`config.mk`:
```
export PLATFORM = sky130hd
export DESIGN_NAME = chan_fifo_reader_p
export DESIGN_NICKNAME = d
export VERILOG_FILES = /design/src/rtl/chan_reader_pkg.sv /design/src/rtl/chan_sample_unpack.sv /design/src/rtl/chan_fifo_reader_p.sv
export SDC_FILE = /design/constraint.sdc
export NUM_CORES = 1
export LEC_CHECK = 0
export BUFFER_PORTS_ARGS = -buffer_cell sky130_fd_sc_hd__buf_2
export CAP_MARGIN = 10
export CORE_MARGIN = 2
export CORE_UTILIZATION = 54
export DETAILED_ROUTE_END_ITERATION = 7
export PLACE_DENSITY = 0.91
export SYNTH_ARGS = -nofsm -noshare
export SYNTH_HDL_FRONTEND = slang
export SYNTH_SLANG_ARGS = --single-unit
```
`constraint.sdc`:
```
create_clock -name tx_clock -period 3.8 [get_ports tx_clock]
set_input_delay 0.76 -clock tx_clock [delete_from_list [all_inputs] [get_ports tx_clock]]
set_output_delay 0.76 -clock tx_clock [all_outputs]
set_load 0.005 [all_outputs]
```
`src/rtl/chan_reader_pkg.sv`:
```
// ----------------------------------------------------------------------------
// chan_reader_pkg
// Shared definitions for the per-channel TX packet reader: FSM state
// encoding, packet header bit positions and sample format codes.
// ----------------------------------------------------------------------------
package chan_reader_pkg;

    typedef enum logic [2:0] {
        ST_IDLE       = 3'd0,
        ST_HEADER     = 3'd1,
        ST_TIMESTAMP  = 3'd2,
        ST_WAIT       = 3'd3,
        ST_WAITSTROBE = 3'd4,
        ST_SEND       = 3'd5,
        ST_MF_WAIT    = 3'd6
    } state_t;

    // Header word bit positions
    localparam int HDR_SOB_BIT     = 28;
    localparam int HDR_EOB_BIT     = 27;
    localparam int HDR_RSSI_BIT    = 26;
    localparam int HDR_MF_BIT      = 25;
    localparam int HDR_PAYLOAD_LSB = 2;

    // samples_format codes; anything other than QI8 is handled as QI16
    localparam logic [3:0] FMT_QI16 = 4'd0;
    localparam logic [3:0] FMT_QI8  = 4'd1;

    function automatic logic is_qi8(input logic [3:0] fmt);
        return (fmt == FMT_QI8);
    endfunction

endpackage

```
`src/rtl/chan_sample_unpack.sv`:
```
// ----------------------------------------------------------------------------
// chan_sample_unpack
// Combinational formatter: turns the FIFO head word into one complex sample.
// QI16 uses the low/high halfwords; QI8 picks one byte pair selected by
// i_half. The result is left-aligned into SAMPLE_W with zero LSBs.
//
// Ports:
//   i_fifodata  in  32        FIFO head word
//   i_half      in  1         QI8 half select (0 = bytes [15:0], 1 = [31:16])
//   i_qi8       in  1         1 = QI8 packed format, 0 = QI16
//   o_tx_i      out SAMPLE_W  in-phase sample
//   o_tx_q      out SAMPLE_W  quadrature sample
// ----------------------------------------------------------------------------
module chan_sample_unpack
    import chan_reader_pkg::*;
#(
    parameter int SAMPLE_W = 16
) (
    input  logic [31:0]         i_fifodata,
    input  logic                i_half,
    input  logic                i_qi8,
    output logic [SAMPLE_W-1:0] o_tx_i,
    output logic [SAMPLE_W-1:0] o_tx_q
);

    logic [7:0]  w_i8;
    logic [7:0]  w_q8;
    logic [15:0] w_i16;
    logic [15:0] w_q16;

    always_comb begin
        w_i8  = i_half ? i_fifodata[23:16] : i_fifodata[7:0];
        w_q8  = i_half ? i_fifodata[31:24] : i_fifodata[15:8];
        // Bytes go to the top of a 16-bit word first, so one left shift
        // aligns both formats into SAMPLE_W.
        w_i16 = i_qi8 ? {w_i8, 8'h00} : i_fifodata[15:0];
        w_q16 = i_qi8 ? {w_q8, 8'h00} : i_fifodata[31:16];
        o_tx_i = SAMPLE_W'(w_i16) << (SAMPLE_W - 16);
        o_tx_q = SAMPLE_W'(w_q16) << (SAMPLE_W - 16);
    end

endmodule

```
`src/rtl/chan_fifo_reader_p.sv`:
```
// ----------------------------------------------------------------------------
// chan_fifo_reader_p
// Per-channel TX packet reader. Pulls headered packets from a show-ahead
// channel FIFO, holds each until its timestamp, optionally gates on RSSI,
// then emits one complex sample per tx_strobe to the TX chain. Keeps
// wrapping counts of packets sent and dropped.
//
// Optional build macro CHAN_READER_MF_GATE_EN: adds the mf_match input and
// an MF_WAIT state that holds SOB packets carrying the MF flag until
// mf_match is seen (or the rssi_wait timeout expires).
//
// Ports:
//   tx_clock         in   1         clock
//   reset            in   1         synchronous, active-high
//   tx_strobe        in   1         sample request from TX chain
//   timestamp_clock  in   TS_W      current time
//   samples_format   in   4         0 = QI16, 1 = QI8, others = QI16
//   late_policy      in   1         0 = drop late packets, 1 = send them now
//   fifodata         in   32        FIFO head word (show-ahead)
//   pkt_waiting      in   1         complete packet available
//   rdreq            out  1         pop current head word
//   skip             out  1         pulse: discard rest of current packet
//   tx_i / tx_q      out  SAMPLE_W  output sample
//   tx_empty         out  1         output idle/zero
//   underrun         out  1         in burst with no packet waiting
//   burst            out  1         inside an SOB..EOB burst
//   rssi             in   32        current RSSI
//   threshhold       in   32        RSSI gate threshold
//   rssi_wait        in   32        RSSI/MF timeout in cycles, 0 = none
//   pkt_sent         out  CNT_W     packets fully transmitted
//   pkt_dropped      out  CNT_W     packets discarded
//   mf_match         in   1         (CHAN_READER_MF_GATE_EN only)
//
// state       | meaning
// ------------+-----------------------------------------------------------
// IDLE        | waiting for a complete packet, flags underrun in a burst
// HEADER      | header at FIFO head: update burst, drop or latch length
// TIMESTAMP   | timestamp at FIFO head: latch it
// WAIT        | hold until timestamp (and RSSI gate) allow sending
// WAITSTROBE  | payload ready, wait for tx_strobe or end of packet
// SEND        | present one sample, pop word when fully consumed
// MF_WAIT     | hold MF-flagged SOB packet until mf_match
// ----------------------------------------------------------------------------
module chan_fifo_reader_p
    import chan_reader_pkg::*;
#(
    parameter int SAMPLE_W = 16,
    parameter int TS_W     = 32,
    parameter int LEN_W    = 7,
    parameter int CNT_W    = 16
) (
    input  logic                tx_clock,
    input  logic                reset,
    input  logic                tx_strobe,
    input  logic [TS_W-1:0]     timestamp_clock,
    input  logic [3:0]          samples_format,
    input  logic                late_policy,
    input  logic [31:0]         fifodata,
    input  logic                pkt_waiting,
    output logic                rdreq,
    output logic                skip,
    output logic [SAMPLE_W-1:0] tx_i,
    output logic [SAMPLE_W-1:0] tx_q,
    output logic                tx_empty,
    output logic                underrun,
    output logic                burst,
    input  logic [31:0]         rssi,
    input  logic [31:0]         threshhold,
    input  logic [31:0]         rssi_wait,
    output logic [CNT_W-1:0]    pkt_sent,
    output logic [CNT_W-1:0]    pkt_dropped
`ifdef CHAN_READER_MF_GATE_EN
    ,
    input  logic                mf_match
`endif
);

    state_t              r_state;
    logic                r_rdreq;
    logic                r_skip;
    logic [SAMPLE_W-1:0] r_tx_i;
    logic [SAMPLE_W-1:0] r_tx_q;
    logic                r_tx_empty;
    logic                r_underrun;
    logic                r_burst;
    logic                r_trash;
    logic                r_rssi_flag;
    logic                r_qi8;
    logic                r_half;
    logic [LEN_W-1:0]    r_len;
    logic [LEN_W-1:0]    r_read_len;
    logic [TS_W-1:0]     r_ts;
    logic [31:0]         r_wait_cnt;
    logic [CNT_W-1:0]    r_pkt_sent;
    logic [CNT_W-1:0]    r_pkt_dropped;
`ifdef CHAN_READER_MF_GATE_EN
    logic                r_mf_flag;
`endif

    logic [SAMPLE_W-1:0] w_smp_i;
    logic [SAMPLE_W-1:0] w_smp_q;
    logic                w_sob;
    logic                w_eob;
    logic                w_late;
    logic                w_ts_ok;
    logic                w_rssi_to;
    logic                w_rssi_ok;

    chan_sample_unpack #(
        .SAMPLE_W (SAMPLE_W)
    ) u_unpack (
        .i_fifodata (fifodata),
        .i_half     (r_half),
        .i_qi8      (r_qi8),
        .o_tx_i     (w_smp_i),
        .o_tx_q     (w_smp_q)
    );

    always_comb begin
        w_sob     = fifodata[HDR_SOB_BIT];
        w_eob     = fifodata[HDR_EOB_BIT];
        w_late    = (r_ts < timestamp_clock);
        // An all-ones timestamp means "send now"
        w_ts_ok   = (r_ts == timestamp_clock) || (&r_ts) || (w_late && late_policy);
        w_rssi_to = r_rssi_flag && (rssi_wait != 32'd0) && (r_wait_cnt >= rssi_wait);
        w_rssi_ok = !r_rssi_flag || (rssi <= threshhold);
    end

    always_ff @(posedge tx_clock) begin
        if (reset) begin
            r_state       <= ST_IDLE;
            r_rdreq       <= 1'b0;
            r_skip        <= 1'b0;
            r_tx_i        <= '0;
            r_tx_q        <= '0;
            r_tx_empty    <= 1'b1;
            r_underrun    <= 1'b0;
            r_burst       <= 1'b0;
            r_trash       <= 1'b0;
            r_rssi_flag   <= 1'b0;
            r_qi8         <= 1'b0;
            r_half        <= 1'b0;
            r_len         <= '0;
            r_read_len    <= '0;
            r_ts          <= '0;
            r_wait_cnt    <= '0;
            r_pkt_sent    <= '0;
            r_pkt_dropped <= '0;
`ifdef CHAN_READER_MF_GATE_EN
            r_mf_flag     <= 1'b0;
`endif
        end else begin
            if (tx_strobe && (r_state != ST_SEND))
                r_tx_empty <= 1'b1;

            case (r_state)
                ST_IDLE: begin
                    r_skip     <= 1'b0;
                    r_wait_cnt <= '0;
                    if (pkt_waiting) begin
                        r_state    <= ST_HEADER;
                        r_rdreq    <= 1'b1;
                        r_underrun <= 1'b0;
                    end else if (r_burst) begin
                        r_underrun <= 1'b1;
                    end
                end

                ST_HEADER: begin
                    if (w_sob && w_eob)
                        r_burst <= 1'b0;
                    else if (w_sob)
                        r_burst <= 1'b1;
                    else if (w_eob)
                        r_burst <= 1'b0;

                    // After a drop, discard packets until the next burst start
                    if (r_trash && !w_sob) begin
                        r_skip        <= 1'b1;
                        r_rdreq       <= 1'b0;
                        r_pkt_dropped <= r_pkt_dropped + 1'b1;
                        r_state       <= ST_IDLE;
                    end else begin
                        r_len       <= fifodata[LEN_W+HDR_PAYLOAD_LSB-1:HDR_PAYLOAD_LSB];
                        r_read_len  <= '0;
                        r_half      <= 1'b0;
                        r_rssi_flag <= fifodata[HDR_RSSI_BIT] && w_sob;
                        r_qi8       <= is_qi8(samples_format);
`ifdef CHAN_READER_MF_GATE_EN
                        r_mf_flag   <= fifodata[HDR_MF_BIT] && w_sob;
`endif
                        r_state     <= ST_TIMESTAMP;
                    end
                end

                ST_TIMESTAMP: begin
                    r_ts    <= TS_W'(fifodata);
                    r_rdreq <= 1'b0;
`ifdef CHAN_READER_MF_GATE_EN
                    r_state <= r_mf_flag ? ST_MF_WAIT : ST_WAIT;
`else
                    r_state <= ST_WAIT;
`endif
                end

`ifdef CHAN_READER_MF_GATE_EN
                ST_MF_WAIT: begin
                    r_wait_cnt <= r_wait_cnt + 1'b1;
                    if (mf_match) begin
                        // Restart the count so the RSSI timeout measures WAIT only
                        r_wait_cnt <= '0;
                        r_state    <= ST_WAIT;
                    end else if ((rssi_wait != 32'd0) && (r_wait_cnt >= rssi_wait)) begin
                        r_trash       <= 1'b1;
                        r_skip        <= 1'b1;
                        r_pkt_dropped <= r_pkt_dropped + 1'b1;
                        r_state       <= ST_IDLE;
                    end
                end
`endif

                ST_WAIT: begin
                    r_wait_cnt <= r_wait_cnt + 1'b1;
                    if ((w_late && !late_policy) || w_rssi_to) begin
                        r_trash       <= 1'b1;
                        r_skip        <= 1'b1;
                        r_pkt_dropped <= r_pkt_dropped + 1'b1;
                        r_state       <= ST_IDLE;
                    end else if (w_ts_ok && w_rssi_ok) begin
                        r_trash <= 1'b0;
                        r_state <= ST_WAITSTROBE;
                    end
                end

                ST_WAITSTROBE: begin
                    if (r_read_len == r_len) begin
                        r_skip     <= 1'b1;
                        r_pkt_sent <= r_pkt_sent + 1'b1;
                        r_state    <= ST_IDLE;
                    end else if (tx_strobe) begin
                        r_state <= ST_SEND;
                        // A QI8 word is only popped once its second half is used
                        if (!r_qi8 || r_half)
                            r_rdreq <= 1'b1;
                    end
                end

                ST_SEND: begin
                    r_tx_empty <= 1'b0;
                    r_rdreq    <= 1'b0;
                    r_tx_i     <= w_smp_i;
                    r_tx_q     <= w_smp_q;
                    if (r_qi8) begin
                        r_half <= ~r_half;
                        if (r_half)
                            r_read_len <= r_read_len + 1'b1;
                    end else begin
                        r_read_len <= r_read_len + 1'b1;
                    end
                    r_state <= ST_WAITSTROBE;
                end

                default: r_state <= ST_IDLE;
            endcase
        end
    end

    assign rdreq       = r_rdreq;
    assign skip        = r_skip;
    assign tx_i        = r_tx_i;
    assign tx_q        = r_tx_q;
    assign tx_empty    = r_tx_empty;
    assign underrun    = r_underrun;
    assign burst       = r_burst;
    assign pkt_sent    = r_pkt_sent;
    assign pkt_dropped = r_pkt_dropped;

endmodule

```
* Yosys cells after proc, flatten, opt, wreduce, memory -nomap -nowiden
Cells that the tools add are included.
** Operators by class
- Add/subtract/negate cells :: 4
- Magnitude comparators :: 3
- Equal/unequal tests :: 21
- Multiplexer cells :: 41
- Bitwise logic cells :: 2
- Reduce and logical (&&, ||, !) cells :: 42
** Operators by type and width (count)
- $mux W16 :: 4
- $pmux W32 S2 :: 1
- $add A16 B1 Y16 const B :: 2
- $add A32 B1 Y32 const B :: 1
- $eq A32 B32 Y1 :: 1
- $ge A32 B32 Y1 :: 1
- $le A32 B32 Y1 :: 1
- $lt A32 B32 Y1 :: 1
- $pmux W16 S2 :: 1
- $reduce_and A32 Y1 :: 1
- $reduce_bool A32 Y1 :: 1
- $mux W7 :: 3
- $mux W1 :: 19
- $ne A2 B2 Y1 const B :: 9
- $pmux W3 S6 :: 1
- $mux W8 :: 2
- $mux W3 :: 5
- $pmux W7 S2 :: 1
- $ne A3 B3 Y1 const B :: 4
- $reduce_and A3 Y1 :: 4
- $reduce_bool A2 Y1 :: 6
- $reduce_and A2 Y1 :: 5
- $logic_and A1 B1 Y1 :: 9
- $pmux W1 S4 :: 2
- 17 further kinds :: 28
** Word-level totals
- Register bits after elaboration :: 154
- Bits of input ports :: 169
- Output and inout bits :: 69
- Logic and storage cells :: 131

* Logic depth before layout (Yosys ltp)
Gate-level depths: netlist of run 1.
- Word-level depth :: 7
- Gate-level depth with buffers :: 12
- Gate-level depth less buffers :: 10

* By module
A second synthesis of run 1 with hierarchy kept.
** Unflattened totals
- Cells, all modules :: 1208
- Area total of the unflattened synthesis :: 9365.2 µm²
** Modules (own cells, without submodules)
- chan_fifo_reader_p :: instances 1, cells each 1154, area each 8944.8 µm², sequential area each 3083.0 µm²
- chan_sample_unpack :: instances 1, cells each 54, area each 420.4 µm², sequential area each 0.0 µm²

* Worst setup path after synthesis of run 1
No wires, ideal clock.
- Path kind :: input-to-reg
- Start point :: input timestamp_clock[14]
- End point :: register r_pkt_dropped[12] (netlist: pkt_dropped[12])
- Library setup time :: 0.070 ns
- Arrival :: 3.031 ns
- Required time :: 3.730 ns
- Setup slack :: 0.698 ns
- Stages on the path :: 11
- Buffers on the path :: 1
- Path through :: inv_1 -> ha_1 -> a21oi_2 -> nand2_1 -> a22o_1 -> o41a_1 -> o31a_1 -> a21o_1 -> buf_6 -> or4_1 -> a21oi_1
** Between the ends
- Longest elaborated chain between the ends :: 5
** RTL lines
- from (decl) :: RTL line chan_fifo_reader_p.sv:55 : input logic [TS_W-1:0] timestamp_clock,
- $lt A32 B32 Y1 :: RTL line chan_fifo_reader_p.sv:122 : w_late = (r_ts < timestamp_clock);
- $logic_and A1 B1 Y1 :: RTL line chan_fifo_reader_p.sv:224 : if ((w_late && !late_policy) || w_rssi_to) begin
- $logic_or A1 B1 Y1 :: RTL line chan_fifo_reader_p.sv:224
- $ne A2 B2 Y1 (no line)
- $reduce_and A3 Y1 (no line)
- to (signal assigned) :: RTL line chan_fifo_reader_p.sv:181 : r_pkt_dropped <= r_pkt_dropped + 1'b1;
- to (signal assigned) :: RTL line chan_fifo_reader_p.sv:227 : r_pkt_dropped <= r_pkt_dropped + 1'b1;
- to (decl) :: RTL line chan_fifo_reader_p.sv:95 : logic [CNT_W-1:0] r_pkt_dropped;
Every way passes these cells.
A chain may end at the register's enable or synchronous reset.

* Worst setup path after layout of run 1
- Start point :: input rssi_wait[29]
- End point :: register r_pkt_dropped[10] (netlist: pkt_dropped[10])
** Between the ends
- Longest elaborated chain between the ends :: 6
- Elaborated cells between the ends (all ways) :: 7
- Classes of those cells :: order compare: 1; eq/ne: 1; reduce/logical: 5
** RTL lines
- from (decl) :: RTL line chan_fifo_reader_p.sv:69 : input logic [31:0] rssi_wait,
- parallel branches: the longest is 2 deep, another holds $ge A32 B32 Y1
- $logic_and A1 B1 Y1 * :: RTL line chan_fifo_reader_p.sv:125 : w_rssi_to = r_rssi_flag && (rssi_wait != 32'd0) && (r_wait_cnt >= rssi_wait);
- $logic_or A1 B1 Y1 * :: RTL line chan_fifo_reader_p.sv:224
- $ne A2 B2 Y1 (no line) *
- $reduce_and A3 Y1 (no line) *
Mark *: on every way between the ends.

==> impl_metrics.ini, run 1 <==
[run_status]
status = finished clean

[die]
die_y_um = 134
ioPinCount = 238
core_um2 = 16600
die_x_um = 134
initial_core_util_pct = 55.2
die_area_um2 = 18000
num_rows = 47

[routing]
post-route-drc-count = 0
vias = 9343
drt_first_pass_iters = 5
drt_iter0_markers = 668
wire_per_inst_um = 15.9
wirelength_um = 25600
via_per_inst = 5.79
ant_nets = 0

[final_layout]
fin_nets = 1647
instances_no_fill = 1613
syn_to_final_growth_pct = 21.9
stdcell_area_um2 = 11100
drive_above_1_share_pct = 21.1

[timing]
max_freq_mhz = 313
tightest_slew_ns = 1.09
hold_violations = 0
max_slew_margin_pct = 26.9
fin_tns_setup_ns = 0
slew_viol_final = 0
setup_viol = 0
rsz0062_at_grt = false
setup_slack_ns = 0.601
fin_crit_ns = 3.20
finalClockSkew_ns = 0.0103
post-route-period-util_pct = 84.2

[synth]
ys_top_cells_by_area = dfxtp_1 (34%), ha_1 (14%), a21oi_1 (7.3%)
synth_enable_flop_cells = 0
async_reset_ff_share_pct = 0
postSynthAreaPerCell_um2 = 7.87
synth_warnings = 0
yosysTopAreaCell = dfxtp_1
syn_inst = 1162
synth_area_um2 = 9150
yosysTopAreaCellShare_pct = 33.7
synth_common_cells = nand2_1 (170), dfxtp_1 (154), a21oi_1 (133)
synth_ff_type = dfxtp_1
ys_ff_latch = 154
syn_nets = 1431
ys_seq_area_share_pct = 33.7
ys_types = 61
synth_most_common_cell = nand2_1

[placement]
io_buffers = 237
placed_area_um2 = 10500
dp_slack_ns = 0.193
dp_hpwl_um = 19400
dp_cells = 1579
gp_congestion = 0.898

[clock_network]
cts_tree = yes
clock-root-buffer = clkbuf_16
numCtsBuffers = 17
cts_setup_buffers = 0
clockBufferDepth = 2
cts_hold_buffers = 0
cts_sinks = 154
cts_resized = 0
h-tree-depth = 4
clk_pin_slew_ns = 0.06
clkLatencyLatePin_ns = 0.43

[grt]
grt_max_degree = 94
antenna_found_initial = 1
grt_pass1_wl_um = 41100
grt_pass1_vias = 8832
grt_usage_pct = 28.0
grt.overflow.total = 0

[worst_setup_path]
crit_chain = buf_2 -> inv_1 -> ha_1 -> nand4_1 -> nor4_1 -> nand2_1 -> a31o_2 -> a31o_2 -> a21o_1 -> o41ai_1 -> a21oi_1
slowest_stage = o41ai_1
startpoint = rssi_wait[29]
path_class = in -> reg
required_ns = 4.09
arrival_ns = 3.49
reg2reg_from = r_wait_cnt[30]
slowest_delay_ns = 0.58
start_kind = input port
cp_top_family = compound AO/OA/AOI/OAI gates
crit_top_cell = a31o_2
crit_buf_inv = 2
crit_fanout = 28
end_kind = flop

[hold_path]
worstHoldPathType = reg -> reg
hp-start = tx_i[6]

[pwr]
peakVddDrop_v = 0.000352
power_density_nw_per_um2 = 382
p_leak_nw = 5.12

[job]
maxCapViolCount = 0
[layout by cell type (no fill, tap or decap), types with 4 or more instances in the layout]
cell	n
clkbuf_16	17
nor4_1	13
nand4_1	42
bufinv_16	4
xor2_1	16
ha_1	100
and3_1	13
xnor2_1	11
or3_1	17
or4_1	9
nand2_1	170
a21oi_1	133
nor3_1	12
o211ai_1	19
buf_2	236
o21a_1	5
dfxtp_1	154
nand3_1	44
mux2i_1	20
inv_1	104
and4_1	7
o31ai_1	7
or2_2	5
a21o_1	16
inv_6	5
nor2_1	81
buf_4	8
mux2_2	7
a211oi_1	13
nand3b_1	18
o21ai_0	30
[logic make-up (layout without fill, tap and decap cells)]
logic type	Yosys count	count (layout)	share of synthesized area (%)
mux	27	27	3.05
buf+inv	152	381	6.41
xor+xnor	27	27	2.58
compound gates	256	256	17.0
simple gates	446	446	23.6
fa+ha+maj	100	100	13.7
other cells	0	2	0
flops	154	154	33.7
[final timing paths]
kind                     end  slack, ns  depth (start not counted)
min reg2reg          tx_i[6]       0.46                          2
max reg2reg  pkt_dropped[10]       0.71                          9
min                  tx_i[6]       0.46                          2
max          pkt_dropped[10]       0.60                         11
[worst reg2reg max path, cell delays in order (launching register included)]
cell and delay, ns:
dfxtp_1 0.36, ha_1 0.32, nand4_1 0.13, nor4_1 0.39
nand2_1 0.09, a31o_2 0.22, a31o_2 0.28, a21o_1 0.43
o41ai_1 0.58, a21oi_1 0.14
[routing by layer]
metal	share of wire, %	track usage, %	vias to the layer above
met3	9.0	6.65	63
li1	-	-	4549
met4	2.4	10.6	0
met2	47	46.5	417
met5	0	0	-
met1	41	35.1	4314
[sequential cells by signal (all words and copies together) (netlist names), 3 cells and up]
| signal | cells |
|---|---|
| pkt_sent | 16 |
| tx_q | 16 |
| r_ts | 32 |
| r_wait_cnt | 32 |
| r_len | 7 |
| r_state | 3 |
| tx_i | 16 |
| pkt_dropped | 16 |
| r_read_len | 7 |
[where the power goes]
| part | switching (W) | total (W) | internal, W |
|---|---|---|---|
| Clock | 0.000731 | 0.00189 | 0.00115 |
| Combinational | 0.000383 | 0.000637 | 0.000255 |
| Sequential | 0.0000599 | 0.00173 | 0.00167 |
| Total | 0.00117 | 0.00426 | 0.00308 |
[per-stage QoR]
stage,total power (W),hold WS [ns],utilization (%)
final,0.00426,0.456,67.2
after global routing,0.00441,0.478,67.2
after floorplan,0.00215,0.448,-
after global placement,0.00237,0.436,63.2
after detailed placement,0.00239,0.442,63.2
after CTS,0.00426,0.456,67.2
[final cells by class]
class / count / area, µm²
Antenna cell: 2 / 5.00
Clock buffer: 19 / 453
Clock inverter: 13 / 201
Fill cell: 1342 / 5440
Inverter: 104 / 390
Multi-Input combinational cell: 856 / 5480
Sequential cell: 154 / 3080
Tap cell: 220 / 275
Timing Repair Buffer: 245 / 1260
Note: power is estimated with default switching activity, not from simulation.
==> run 2, diff against run 1 <==
--- a/config.mk
+++ b/config.mk
@@ -5,12 +5,13 @@
 export SDC_FILE = /design/constraint.sdc
 export NUM_CORES = 1
 export LEC_CHECK = 0
+export ABC_AREA = 1
 export BUFFER_PORTS_ARGS = -buffer_cell sky130_fd_sc_hd__buf_2
 export CAP_MARGIN = 10
 export CORE_MARGIN = 2
-export CORE_UTILIZATION = 54
+export CORE_UTILIZATION = 49
 export DETAILED_ROUTE_END_ITERATION = 7
-export PLACE_DENSITY = 0.91
+export PLACE_DENSITY = 0.87
 export SYNTH_ARGS = -nofsm -noshare
 export SYNTH_HDL_FRONTEND = slang
 export SYNTH_SLANG_ARGS = --single-unit
==> constraint.sdc (replaced) <==
create_clock -name tx_clock -period 2.7 [get_ports tx_clock]
set_input_delay 0.54 -clock tx_clock [delete_from_list [all_inputs] [get_ports tx_clock]]
set_output_delay 0.54 -clock tx_clock [all_outputs]
set_load 0.005 [all_outputs]
==> impl_metrics.ini, run 2 <==
[run_status]
status = finished clean

[placement]
dp_hpwl_um = 21000
io_buffers = 237
gp_congestion = 0.889

[hold_path]
holdPathEnd = burst
whs_path_depth = 2
worstHoldPathType = in -> reg
hp-start = fifodata[27]

[synth]
synthAdderAreaFrac_pct = 12.9
syn_inst = 1408
synth_mux_area_share_pct = 0.103
postSynthAreaPerCell_um2 = 6.88
synth_common_cells = nand2_1 (332), inv_1 (204), dfxtp_1 (154)
synth_enable_flop_cells = 0
ys_types = 51
yosys.area_share.simple_pct = 26.9
synth_most_common_cell = nand2_1
synth_compound_area_share_pct = 15.7
synth_ff_type = dfxtp_1
yosysTopAreaCell = dfxtp_1
yosysTopAreaCellShare_pct = 31.8
ys_top_cells_by_area = dfxtp_1 (32%), ha_1 (13%), nand2_1 (13%)
syn_nets = 1677
async_reset_ff_share_pct = 0
ys_ff_latch = 154
synthXorXnorAreaFrac_pct = 2.44
synth_area_um2 = 9690
synth_top_family_by_area = simple AND/OR/NAND/NOR gates
synth_warnings = 0
ys_seq_area_share_pct = 31.8

[clock_network]
cts_setup_buffers = 0
numCtsBuffers = 17
cts_resized = 0
clock-root-buffer = clkbuf_16
clkLatencyLatePin_ns = 0.43
cts_hold_buffers = 0
cts_tree = yes
clk_pin_slew_ns = 0.06
clockBufferDepth = 2
cts_sinks = 154
h-tree-depth = 4

[grt]
grt_usage_pct = 25.4
grt_pass1_wl_um = 42400
grt_max_degree = 63
grt.overflow.total = 0
antenna_found_initial = 1
grt_pass1_vias = 9107

[final_layout]
syn_to_final_growth_pct = 21.0
reg_top3 = r_ts (32), r_wait_cnt (32)
finish.utilization_pct = 60.2
drive_above_1_share_pct = 19.5
final_common_cell = nand2_1
fin_nets = 1908
num-fill-cells = 1721
final_cell_mix = nand2_1 (332), buf_2 (237), inv_1 (203)

[worst_setup_path]
r2r_cells = 13
required_ns = 3.05
start_kind = flop
crit_fanout = 17
reg2reg_from = r_ts[31]
end_kind = flop
r2r_end = pkt_dropped[5]
arrival_ns = 2.69
path_class = reg -> reg
rrSetupSlack_ns = 0.36

[timing]
rsz0062_at_grt = false
post-route-period-util_pct = 86.7
max_slew_margin_pct = 53.5
fin_tns_setup_ns = 0
tightest_slew_ns = 0.698
whs_ns = 0.315
finalClockSkew_ns = 0.00853
setup_viol = 0
fin_crit_ns = 2.34
max_freq_mhz = 427
hold_violations = 0
slew_viol_final = 0

[routing]
drt_iter0_markers = 611
wirelength_um = 27300
via_per_inst = 5.23
post-route-drc-count = 0
vias = 10000
ant_nets = 0
drt_first_pass_iters = 5
wire_per_inst_um = 14.2

[die]
die_y_um = 145
ioPinCount = 238
die_x_um = 145
initial_core_util_pct = 49.8
core_um2 = 19500
num_rows = 51
die_area_um2 = 20900

[pwr]
peakVddDrop_v = 0.000524
p_leak_nw = 5.85
p_total_w = 0.00636
power_density_nw_per_um2 = 543

[job]
maxCapViolCount = 0
## run 2: per-stage QoR
step | cells | setup WS [ns] | cell area [µm²]
finish | 1918 | 0.360 | 11700
global route | 1918 | 0.0609 | 11700
CTS | 1917 | 0.375 | 11700
detailed placement | 1885 | 0.0206 | 11100
global placement | 1885 | 0.150 | 11100
floorplan | 1408 | 0.537 | 9690
## run 2: report_power, final
| group | internal, W | switching (W) |
|---|---|---|
| registers | 0.00245 | 0.000155 |
| logic | 0.000489 | 0.000857 |
| clock network | 0.00138 | 0.00103 |
## run 2: area by class of cell
cell class                 count  area [µm²]  area share, %
clock buffer                  18         429           3.66
tap                          265         332           2.83
inverter                     219         822           7.01
sequential                   154        3080           26.3
timing repair buffer         249        1280           10.9
multi-input combinational    998        5620           47.9
clock inverter                14         159           1.36
antenna                        1        2.50         0.0213
## run 2: worst max-delay path: stages, from the launching register on
cell,delay [ns]
dfxtp_1,0.33
ha_1,0.29
a21oi_1,0.18
o21a_1,0.15
nand2_1,0.08
a21oi_1,0.18
nand3_1,0.23
nand2_1,0.15
nand2_1,0.07
nand2_1,0.08
nand2_2,0.07
inv_2,0.22
nand2_1,0.09
a21oi_1,0.14
## run 2: worst max-delay path by stage
stage | from | end | depth (start not counted)
after floorplan | timestamp_clock[23] | pkt_dropped[1] | 16
after global placement | timestamp_clock[21] | pkt_dropped[0] | 17
after detailed placement | timestamp_clock[29] | pkt_dropped[4] | 15
after CTS | r_ts[17] | pkt_dropped[4] | 16
after global routing | r_ts[19] | pkt_dropped[11] | 14
final | r_ts[31] | pkt_dropped[5] | 13
## run 2: logic make-up after synthesis
logic type                 Yosys count
and+or+nand+nor                    599
buffers and inverters              256
DFF                                154
AOI/OAI and AO/OA                  271
xor gates and xnor gates            27
muxes                                1
adders and majority gates          100
## run 2: metal layers
layer  global-route usage (%)  routed length, µm  vias up
li1                         -                  -     5063
met1                     30.1              11400     4498
met2                     43.0              12800      408
met3                     6.13               2140       69
met4                     12.2                966        0
met5                        0                  0        -
==> run 3, diff against run 2 <==
--- a/config.mk
+++ b/config.mk
@@ -8,10 +8,12 @@
 export ABC_AREA = 1
 export BUFFER_PORTS_ARGS = -buffer_cell sky130_fd_sc_hd__buf_2
 export CAP_MARGIN = 10
+export CELL_PAD_IN_SITES_DETAIL_PLACEMENT = 0
+export CELL_PAD_IN_SITES_GLOBAL_PLACEMENT = 1
 export CORE_MARGIN = 2
-export CORE_UTILIZATION = 49
+export CORE_UTILIZATION = 34
 export DETAILED_ROUTE_END_ITERATION = 7
-export PLACE_DENSITY = 0.87
+export PLACE_DENSITY = 0.86
 export SYNTH_ARGS = -nofsm -noshare
 export SYNTH_HDL_FRONTEND = slang
 export SYNTH_SLANG_ARGS = --single-unit
==> impl_metrics.ini, run 3 (synthesis gave the netlist of run 2 again) <==
[final_layout]
diodes = 0
multi_input_area_um2 = 5620
final_common_cell = nand2_1
num-fill-cells = 2970
fin_nets = 1909
regArea_um2 = 3080
reg_top3 = r_ts (32), r_wait_cnt (32)
final_cell_mix = nand2_1 (332), buf_2 (237), inv_1 (203)
drive_above_1_share_pct = 19.6
syn_to_final_growth_pct = 22.4

[clock_network]
numCtsBuffers = 17
cts_resized = 0
clkLatencyLatePin_ns = 0.42
clock-root-buffer = clkbuf_16
clockBufferDepth = 2
cts_tree = yes
cts_setup_buffers = 0
cts_hold_buffers = 0
clk_pin_slew_ns = 0.07
cts_sinks = 154
h-tree-depth = 4

[worst_setup_path]
crit_chain = ha_1 -> a21oi_1 -> nor2_1 -> nor2_1 -> nand3_1 -> a21oi_1 -> nand3_1 -> nand2_1 -> nand2_1 -> nand2_1 -> nand2_2 -> inv_2 -> nand2_1 -> a21oi_1
arrival_ns = 2.70
slowest_stage = dfxtp_1
required_ns = 3.05
crit_top_cell = nand2_1
crit_fanout = 17
path_class = reg -> reg
end_kind = flop
cp_top_family = simple AND/OR/NAND/NOR gates
rrSetupSlack_ns = 0.35
crit_buf_inv = 1
start_kind = flop
slowest_delay_ns = 0.39

[die]
ioPinCount = 238
core_um2 = 27900
die_y_um = 173
num_rows = 61
initial_core_util_pct = 34.7
die_area_um2 = 29900
die_x_um = 173

[pwr]
p_sw_w = 0.00208
peakVddDrop_v = 0.000392
power.internal_w = 0.00424
p_leak_nw = 5.86
sw_frac_of_total_pct = 32.9
power_density_nw_per_um2 = 533
clockPowerShare_pct = 37.6
p_total_w = 0.00632
seqPwrFrac_pct = 41.1
combPwrFrac_pct = 21.3

[run_status]
status = finished clean

[timing]
hold_violations = 0
tightest_slew_ns = 0.755
max_freq_mhz = 426
setup_slack_ns = 0.350
max_slew_margin_pct = 49.6
rsz0062_at_grt = false
slew_viol_final = 0
setup_viol = 0
fin_tns_setup_ns = 0
finalClockSkew_ns = 0.0109
post-route-period-util_pct = 87.0
fin_crit_ns = 2.35

[grt]
grt_util_met2_pct = 30.3
grt_max_degree = 63
grt_pass1_wl_um = 44800
grt_util_met3_pct = 3.01
grt.overflow.total = 0
grt_pass1_vias = 8870
use_met1_pct = 24.8
antenna_found_initial = 0
busiest_layer = met2
grt_usage_pct = 18.3

[routing]
ant_nets = 0
drt_first_pass_iters = 5
vias = 9630
post-route-drc-count = 0
via_per_inst = 4.74
wirelength_um = 27800
drt_iter0_markers = 580
wire_per_inst_um = 13.7

[placement]
gp_congestion = 0.833
dp_hpwl_um = 21700
io_buffers = 237
dp_slack_ns = 0.0889

[hold_path]
worstHoldPathType = in -> reg

[job]
maxCapViolCount = 0
-- run 3: worst reg2reg max path, cell delays in order, from the launching register on --
cell and delay (ns):
dfxtp_1 0.39, ha_1 0.26, a21oi_1 0.15, nor2_1 0.06, nor2_1 0.08, nand3_1 0.09
a21oi_1 0.18, nand3_1 0.22, nand2_1 0.15, nand2_1 0.08, nand2_1 0.09, nand2_2 0.08
inv_2 0.23, nand2_1 0.08, a21oi_1 0.13
-- run 3: routing by layer --
metal / up-vias / wire, µm
met5: - / 0
met4: 0 / 348
met3: 23 / 1390
met2: 263 / 12700
met1: 4274 / 13300
li1: 5070 / -
-- run 3: area by class of cell --
cell class | instances | area share (%)
inverters | 219 | 6.93
well taps | 378 | 3.99
clock buffers | 17 | 3.59
flip-flops and latches | 154 | 26.0
repair buffers | 250 | 10.8
multi-input cells | 998 | 47.4
clock inverters | 15 | 1.28
-- run 3: power groups by stage --
stage / combinational, W / sequential [W] / clock (W)
after global routing: 0.00155 / 0.00262 / 0.00254
after CTS: 0.00136 / 0.00260 / 0.00245
after global placement: 0.00133 / 0.00264 / 0
after detailed placement: 0.00135 / 0.00265 / 0
after floorplan: 0.000914 / 0.00260 / 0
final: 0.00135 / 0.00260 / 0.00237
-- run 3: final timing paths --
check,from,depth (start not counted),endpoint
worst max-delay path,r_ts[21],14,pkt_dropped[2]
worst min-delay path,fifodata[27],2,burst
worst max register to register,r_ts[21],14,pkt_dropped[2]
worst min register to register,tx_i[3],2,tx_i[3]
-- run 3: per-stage QoR --
step	utilization, %	instances	hold slack (ns)	instance area, µm²
global route	42.5	2031	0.298	11900
finish	42.5	2031	0.315	11900
detailed placement	40.4	1999	0.457	11300
floorplan	-	1408	0.448	9690
global placement	40.4	1999	0.452	11300
CTS	42.5	2031	0.295	11900
